`src/rtl/control_unit.sv`:
```
// Multi-cycle control FSM for the 16-bit CPU datapath.
// Decodes IR and ALU flags into the ctrl_sig_t bundle each cycle.
package defs_pkg;

    typedef struct packed {
        logic z;
        logic n;
        logic c;
        logic v;
    } alu_flags_t;

    typedef struct packed {
        logic       PC_write;
        logic       PC_sel;
        logic [1:0] ADDER_sel;
        logic       IR_load;
        logic       RF_write;
        logic       REG2_sel;
        logic [1:0] REGW_sel;
        logic       AB_load;
        logic       MAR_load;
        logic       MDR_load;
        logic       MDR_sel;
        logic       ACC_load;
        logic       FLAGS_load;
        logic [2:0] ALU_op;
        logic       MEM_read;
        logic       MEM_write;
    } ctrl_sig_t;

    localparam logic [2:0] ALU_ADD = 3'd0;
    localparam logic [2:0] ALU_SUB = 3'd1;
    localparam logic [2:0] ALU_AND = 3'd2;
    localparam logic [2:0] ALU_OR  = 3'd3;
    localparam logic [2:0] ALU_XOR = 3'd4;

endpackage

module control_unit
    import defs_pkg::*;
#(
    parameter int INSTR_WIDTH = 16,
    parameter int MEM_TIMEOUT = 16
) (
    input  logic                   clk,
    input  logic                   resetn,
    input  logic [INSTR_WIDTH-1:0] instruct,
    input  alu_flags_t             flags,
    input  logic                   mem_ready,
    output ctrl_sig_t              sigs,
    output logic                   halted,
    output logic                   fault
);

    localparam int CW = (MEM_TIMEOUT > 0) ? $clog2(MEM_TIMEOUT + 1) : 1;

    localparam logic [3:0] OP_NOP = 4'h0;
    localparam logic [3:0] OP_ADD = 4'h1;
    localparam logic [3:0] OP_SUB = 4'h2;
    localparam logic [3:0] OP_AND = 4'h3;
    localparam logic [3:0] OP_OR  = 4'h4;
    localparam logic [3:0] OP_XOR = 4'h5;
    localparam logic [3:0] OP_LDI = 4'h6;
    localparam logic [3:0] OP_LD  = 4'h7;
    localparam logic [3:0] OP_ST  = 4'h8;
    localparam logic [3:0] OP_BEQ = 4'h9;
    localparam logic [3:0] OP_BNE = 4'hA;
    localparam logic [3:0] OP_JMP = 4'hB;
    localparam logic [3:0] OP_JR  = 4'hC;
    localparam logic [3:0] OP_CMP = 4'hD;
    localparam logic [3:0] OP_ILL = 4'hE;
    localparam logic [3:0] OP_HLT = 4'hF;

    typedef enum logic [3:0] {
        S_FETCH1,
        S_FETCH2,
        S_DECODE,
        S_EXEC,
        S_STRD,
        S_STDAT,
        S_MEM,
        S_WB,
        S_HALT
    } state_t;

    state_t        r_state;
    logic          r_fault;
    logic [CW-1:0] r_wait_cnt;

    logic [3:0]    w_op;
    logic          w_is_alu;
    logic [CW-1:0] w_cnt_nxt;
    logic          w_timeout;
    logic          w_unused;

    assign w_op      = instruct[3:0];
    assign w_is_alu  = (w_op >= OP_ADD) && (w_op <= OP_XOR);
    assign w_cnt_nxt = r_wait_cnt + CW'(1);
    assign w_timeout = (MEM_TIMEOUT != 0) && (w_cnt_nxt == CW'(MEM_TIMEOUT));
    assign w_unused  = ^{instruct[INSTR_WIDTH-1:4], flags.n, flags.c, flags.v};

    // Sequencer: state, sticky fault flag and memory wait counter
    always_ff @(posedge clk or negedge resetn) begin
        if (!resetn) begin
            r_state    <= S_FETCH1;
            r_fault    <= 1'b0;
            r_wait_cnt <= '0;
        end else begin
            case (r_state)
                S_FETCH1: r_state <= S_FETCH2;
                S_FETCH2: r_state <= S_DECODE;
                S_DECODE: begin
                    case (w_op)
                        OP_HLT:  r_state <= S_HALT;
                        OP_ILL: begin
                            r_state <= S_HALT;
                            r_fault <= 1'b1;
                        end
                        OP_LDI:  r_state <= S_WB;
                        OP_NOP:  r_state <= S_FETCH1;
                        default: r_state <= S_EXEC;
                    endcase
                end
                S_EXEC: begin
                    if (w_is_alu) begin
                        r_state <= S_WB;
                    end else if (w_op == OP_LD) begin
                        r_state <= S_MEM;
                    end else if (w_op == OP_ST) begin
                        r_state <= S_STRD;
                    end else begin
                        r_state <= S_FETCH1;
                    end
                end
                S_STRD:  r_state <= S_STDAT;
                S_STDAT: r_state <= S_MEM;
                S_MEM: begin
                    if (mem_ready) begin
                        r_wait_cnt <= '0;
                        r_state    <= (w_op == OP_LD) ? S_WB : S_FETCH1;
                    end else if (w_timeout) begin
                        r_wait_cnt <= '0;
                        r_state    <= S_HALT;
                        r_fault    <= 1'b1;
                    end else begin
                        r_wait_cnt <= w_cnt_nxt;
                    end
                end
                S_WB:    r_state <= S_FETCH1;
                S_HALT:  r_state <= S_HALT;
                default: r_state <= S_FETCH1;
            endcase
        end
    end

    // Control bundle decoded from the current state, opcode and flags
    always_comb begin
        sigs   = '0;
        halted = (r_state == S_HALT);
        fault  = r_fault;
        case (r_state)
            S_FETCH2: begin
                sigs.IR_load   = 1'b1;
                sigs.PC_write  = 1'b1;
                sigs.ADDER_sel = 2'd0;
            end
            S_DECODE: begin
                sigs.AB_load  = 1'b1;
                sigs.REG2_sel = 1'b0;
            end
            S_EXEC: begin
                case (w_op)
                    OP_ADD, OP_SUB, OP_AND, OP_OR, OP_XOR: begin
                        sigs.ACC_load   = 1'b1;
                        sigs.FLAGS_load = 1'b1;
                        case (w_op)
                            OP_SUB:  sigs.ALU_op = ALU_SUB;
                            OP_AND:  sigs.ALU_op = ALU_AND;
                            OP_OR:   sigs.ALU_op = ALU_OR;
                            OP_XOR:  sigs.ALU_op = ALU_XOR;
                            default: sigs.ALU_op = ALU_ADD;
                        endcase
                    end
                    OP_CMP: begin
                        sigs.ALU_op     = ALU_SUB;
                        sigs.FLAGS_load = 1'b1;
                    end
                    OP_BEQ: begin
                        sigs.PC_write  = flags.z;
                        sigs.ADDER_sel = 2'd1;
                    end
                    OP_BNE: begin
                        sigs.PC_write  = !flags.z;
                        sigs.ADDER_sel = 2'd1;
                    end
                    OP_JMP: begin
                        sigs.PC_write  = 1'b1;
                        sigs.ADDER_sel = 2'd2;
                    end
                    OP_JR: begin
                        sigs.PC_write = 1'b1;
                        sigs.PC_sel   = 1'b1;
                    end
                    OP_LD, OP_ST: begin
                        sigs.MAR_load = 1'b1;
                    end
                    default: ;
                endcase
            end
            S_STRD: begin
                sigs.AB_load  = 1'b1;
                sigs.REG2_sel = 1'b1;
            end
            S_STDAT: begin
                sigs.MDR_load = 1'b1;
                sigs.MDR_sel  = 1'b1;
            end
            S_MEM: begin
                if (w_op == OP_LD) begin
                    sigs.MEM_read = 1'b1;
                    sigs.MDR_load = mem_ready;
                    sigs.MDR_sel  = 1'b0;
                end else begin
                    sigs.MEM_write = 1'b1;
                end
            end
            S_WB: begin
                sigs.RF_write = 1'b1;
                if (w_op == OP_LD) begin
                    sigs.REGW_sel = 2'd1;
                end else if (w_op == OP_LDI) begin
                    sigs.REGW_sel = 2'd2;
                end else begin
                    sigs.REGW_sel = 2'd0;
                end
            end
            default: ;
        endcase
    end

endmodule

```
`config.mk`:
```
export PLATFORM = sky130hd
export DESIGN_NAME = control_unit
export DESIGN_NICKNAME = d
export VERILOG_FILES = /design/src/rtl/control_unit.sv
export SDC_FILE = /design/constraint.sdc
export NUM_CORES = 1
export LEC_CHECK = 0
export CORE_MARGIN = 3
export CORE_UTILIZATION = 31
export DETAILED_ROUTE_END_ITERATION = 12
export SLEW_MARGIN = 40
export SYNTH_ARGS = -nofsm -noshare
export SYNTH_HDL_FRONTEND = slang
export SYNTH_SLANG_ARGS = --single-unit
```
`constraint.sdc`:
```
create_clock -name clk -period 2.4 [get_ports clk]
set_clock_uncertainty 0.15 [all_clocks]
set_input_delay 0.72 -clock clk [delete_from_list [all_inputs] [get_ports clk]]
set_output_delay 0.72 -clock clk [all_outputs]
set_load 0.03 [all_outputs]
```
-- Yosys cells after proc, flatten, opt, wreduce, memory -nomap -nowiden
Cells that the tools add are included.
W data, S select, Z words.
- bits in registers: 10
- bits of input ports: 23
- output and inout bits: 22
- logic and storage cells: 84
- $add $sub $neg: 1
- $lt $le $gt $ge: 2
- equality and inequality tests: 28
- mux-type cells: 38
- reductions and logical operators: 12
- operators by type and width (cell ; count):
    $eq A4 B4 Y1 const B ; 9
    $eq A4 B3 Y1 const B ; 8
    $pmux W4 S8 ; 1
    $eq A4 B2 Y1 const B ; 4
    $mux W5 ; 3
    $mux W1 ; 14
    $mux W2 ; 6
    $mux W3 ; 4
    $pmux W3 S4 ; 1
    $pmux W4 S3 ; 1
    $reduce_or A2 Y1 ; 5
    $eq A4 B1 Y1 const B ; 2
    $logic_not A4 Y1 ; 2
    $mux W4 ; 2
    $pmux W2 S2 ; 2
    $pmux W4 S2 ; 1
    $add A5 B1 Y5 const B ; 1
    $eq A5 B5 Y1 const B ; 1
    $reduce_or A5 Y1 ; 1
    $ge A4 B1 Y1 const B ; 1
    $le A4 B3 Y1 const B ; 1
    $ne A2 B2 Y1 const B ; 2
    $pmux W1 S2 ; 2
    $reduce_and A4 Y1 ; 1
    6 further kinds ; 6

-- Depth between registers and ports, before layout
- word-level depth: 5
- gate-level depth with buffers: 5
- mapped depth without buffers: 5

-- Worst setup path before layout
Ideal clock, no wire load.
- path kind: input port to output port
- from: input instruct[3]
- to: output sigs[4] (netlist bit)
- arrival: 1894 ps
- required time: 1530 ps
- path slack: -364 ps
- stages on the path: 4
- buffers on the path: 2
- path through: buf_2 > buf_2 > nand2b_1 > nor3_1
- RTL lines (item ; RTL line ; source):
    start: declaration ; 47 ; input logic [INSTR_WIDTH-1:0] instruct,
    end: declaration ; 50 ; output ctrl_sig_t sigs,

==> out/metrics.yaml <==
pwr:
  p_leak_nw: 0.859
  power_density_nw_per_um2: 872
  ir_drop_v: 0.000624
global_routing:
  grt_pass1_vias: 1186
  grtUsageTotal_pct: 17.6
  grt_pass1_wl_um: 5700
  antenna_found_initial: 0
  overflow: 0
  grt_start_max_net_pins: 12
timing:
  rsz0062_at_grt: "true"
  finalCriticalPeriod_ps: 2440
  relSlewSlack_pct: 68.6
  worstMarginPinSlew_ps: 469
  fin_tns_setup_ps: -124
  slew_violations: 0
  whs_ps: 354
  hold_viol: 0
  final-setup-viol-count: 6
  layout_setup_ws_ps: -37.5
  period_share_pct: 102
  timing.fmax_ghz: 0.410
floorplanning:
  die_y_um: 62.2
  dieArea_sq_um: 3870
  core_area_sq_um: 2880
  rows: 19
  start_util_pct: 34.1
  die_w_um: 62.2
  pin_count: 45
worst_hold_path:
  min-delay-start: "fault$_DFFE_PN0P_"
  hold_path.class: "register to register"
  hold_depth: 1
route:
  dr_wl_met3_um: 107
  viasPerCell: 5.05
  wl_um: 3340
  drtIter0Drc: 38
  dr.pass1.iters: 4
  wl_met1_um: 1500
  num_vias: 1208
  routed.top_layer: "met4"
  route.detailed.drc: 0
  wl_met2_um: 1690
  wl_per_cell_um: 14.0
  antenna_left: 0
cells_and_area:
  area.growth.synth_to_final_pct: 96.4
  utilization_pct: 66.9
  num-nets-final: 223
  nFillCells: 234
  fin_area_sq_um: 1920
  fin_cells: 239
  n_antenna_cell: 0
  drive_gt1_share_pct: 58.9
outcome:
  violations: "negative setup slack"
  outcome: "finished, violations left"
critical_path:
  crit_top_cell: "buf_6"
  criticalPathCategory: "primary input to primary output"
  cp.arrival_ps: 1570
  r2r-start: "r_state[0]$_DFFE_PN0P_"
  cp-end-kind: "primary output"
  crit_fanout: 6
  r2r_cells: 7
  start_kind: "primary input"
  max_stage_delay_ps: 210
  required_ps: 1530
  crit_chain: "buf_8, buf_6, nor2_4, a41oi_2, o21ai_2, buf_6"
  crit_start: "instruct[1]"
  crit_slowest_cell: "nor2_4"
placement:
  dpl_cell_area_sq_um: 1560
  portBuffers: 29
  place.gp.congestion: 0.873
  placedCellCount: 221
  dp_hpwl_um: 2420
job:
  maxCapViolCount: 0
logic_synthesis:
  synthDistinctLibCells: 46
  synth_area_per_cell_sq_um: 7.65
  seq_area_frac_synth_pct: 25.5
  ys.flop_type: "dfrtp_1"
  yosysWarnings: 0
  syn_inst: 128
  synth-edff-count: 0
  synth_area_sq_um: 980
  synthArstFlopShare_pct: 100
  synth_nets: 153
  ys_ff_latch: 10
clock_tree:
  cts_sinks: 10
  cts_root_buf: "clkbuf_4"
  clkLatencyLatePin_ps: 270
  htreeDepth: 1
  clkTransAtPathRegs_ps: 80
  cts_max_path_buffers: 2
  cts_buffers: 3
  tritoncts: "done"
-- per-layer routing --
layer,vias up,global-route usage [%]
met5,-,0
met2,26,29.8
li1,610,-
met4,0,4.70
met1,568,23.1
met3,4,3.06
-- state kept, by name (all words and copies together), names as in the netlist --
register    cells
fault           1
r_wait_cnt      5
r_state         4
-- layout make-up --
cell class | count | area, sq um | share of cell area, %
clock buffer | 4 | 36.3 | 1.89
inverter | 3 | 13.8 | 0.715
multi-input combinational | 107 | 923 | 48.0
sequential | 10 | 251 | 13.1
tap | 42 | 52.6 | 2.73
timing repair buffer | 73 | 647 | 33.6
-- synth_stat cells, types with 2 or more instances --
master / n / area share, %
buf_2: 6 / 3.1
o31ai_1: 2 / 1.5
nor4_1: 3 / 1.9
nand3_1: 6 / 3.1
nor3_1: 6 / 3.1
buf_4: 2 / 1.5
mux2i_1: 2 / 2.0
ha_1: 2 / 2.6
nand4bb_1: 2 / 2.3
nand2_1: 13 / 5.0
nor2_1: 13 / 5.0
nor3b_1: 2 / 1.5
o21ai_0: 2 / 1.0
o21ai_1: 6 / 3.1
nand3b_1: 2 / 1.5
nand2b_1: 8 / 5.1
a211oi_1: 2 / 1.5
inv_1: 2 / 0.77
dfrtp_1: 10 / 26
nor2b_1: 4 / 2.6
o211ai_1: 2 / 1.5
a21oi_1: 6 / 3.1
nor2_2: 2 / 1.3
-- worst max-delay path: cells and delay by family --
family,cells,cell delay [ps]
compound gates,2,270
buf+inv,3,370
simple gates,1,210
-- cell families after synthesis --
logic type                 Yosys count  synth area share (%)
and+or+nand+nor                     70                  40.6
AOI/OAI and AO/OA                   31                  21.5
buffers and inverters               11                  5.75
DFF                                 10                  25.5
muxes                                3                  3.19
adders and majority gates            2                  2.55
xor gates and xnor gates             1                 0.894
-- metrics by stage --
step / power (mW) / setup slack [ps]
after CTS: 1.56 / -12.0
after global placement: 1.21 / -557
after detailed placement: 1.22 / -576
final: 1.68 / -37.5
after floorplan: 0.915 / -119
after global routing: 1.80 / -83.5
-- report_power, final --
group | internal [mW] | switching [mW] | total, mW | leakage (nW)
clock network | 0.0922 | 0.0661 | 0.158 | 0.0210
logic | 0.582 | 0.595 | 1.18 | 0.723
registers | 0.245 | 0.0981 | 0.343 | 0.115
-- final timing paths --
path	endpoint	slack, ps
worst max-delay path	sigs[19]	-40
worst min-delay path	fault$_DFFE_PN0P_	350
max in group asynchronous	r_state[0]$_DFFE_PN0P_	1130
worst min register to register	fault$_DFFE_PN0P_	350
min in group asynchronous	r_wait_cnt[3]$_DFFE_PN0P_	610
worst max register to register	r_state[3]$_DFFE_PN0P_	420
-- layout by cell type, fill, tap and decap left out, types with 4 or more instances in the layout --
cell / count
nor3_2: 4
o21ai_1: 5
dfrtp_1: 9
nor2_1: 7
nor2_2: 4
buf_4: 49
nor2_4: 4
buf_6: 17
nand2_1: 12
nand2b_4: 5
-- what timing repair did --
item | 4_1_cts | 5_1_grt
endpoints found under the setup margin | 17 | 12
pin swaps | 10 | 10
setup buffers | 6 | 8
hold buffers | 0 | 0
endpoints found under the hold margin | 0 | 0
gates resized for setup | 58 | 13
Note: power is estimated with default switching activity, not from simulation.
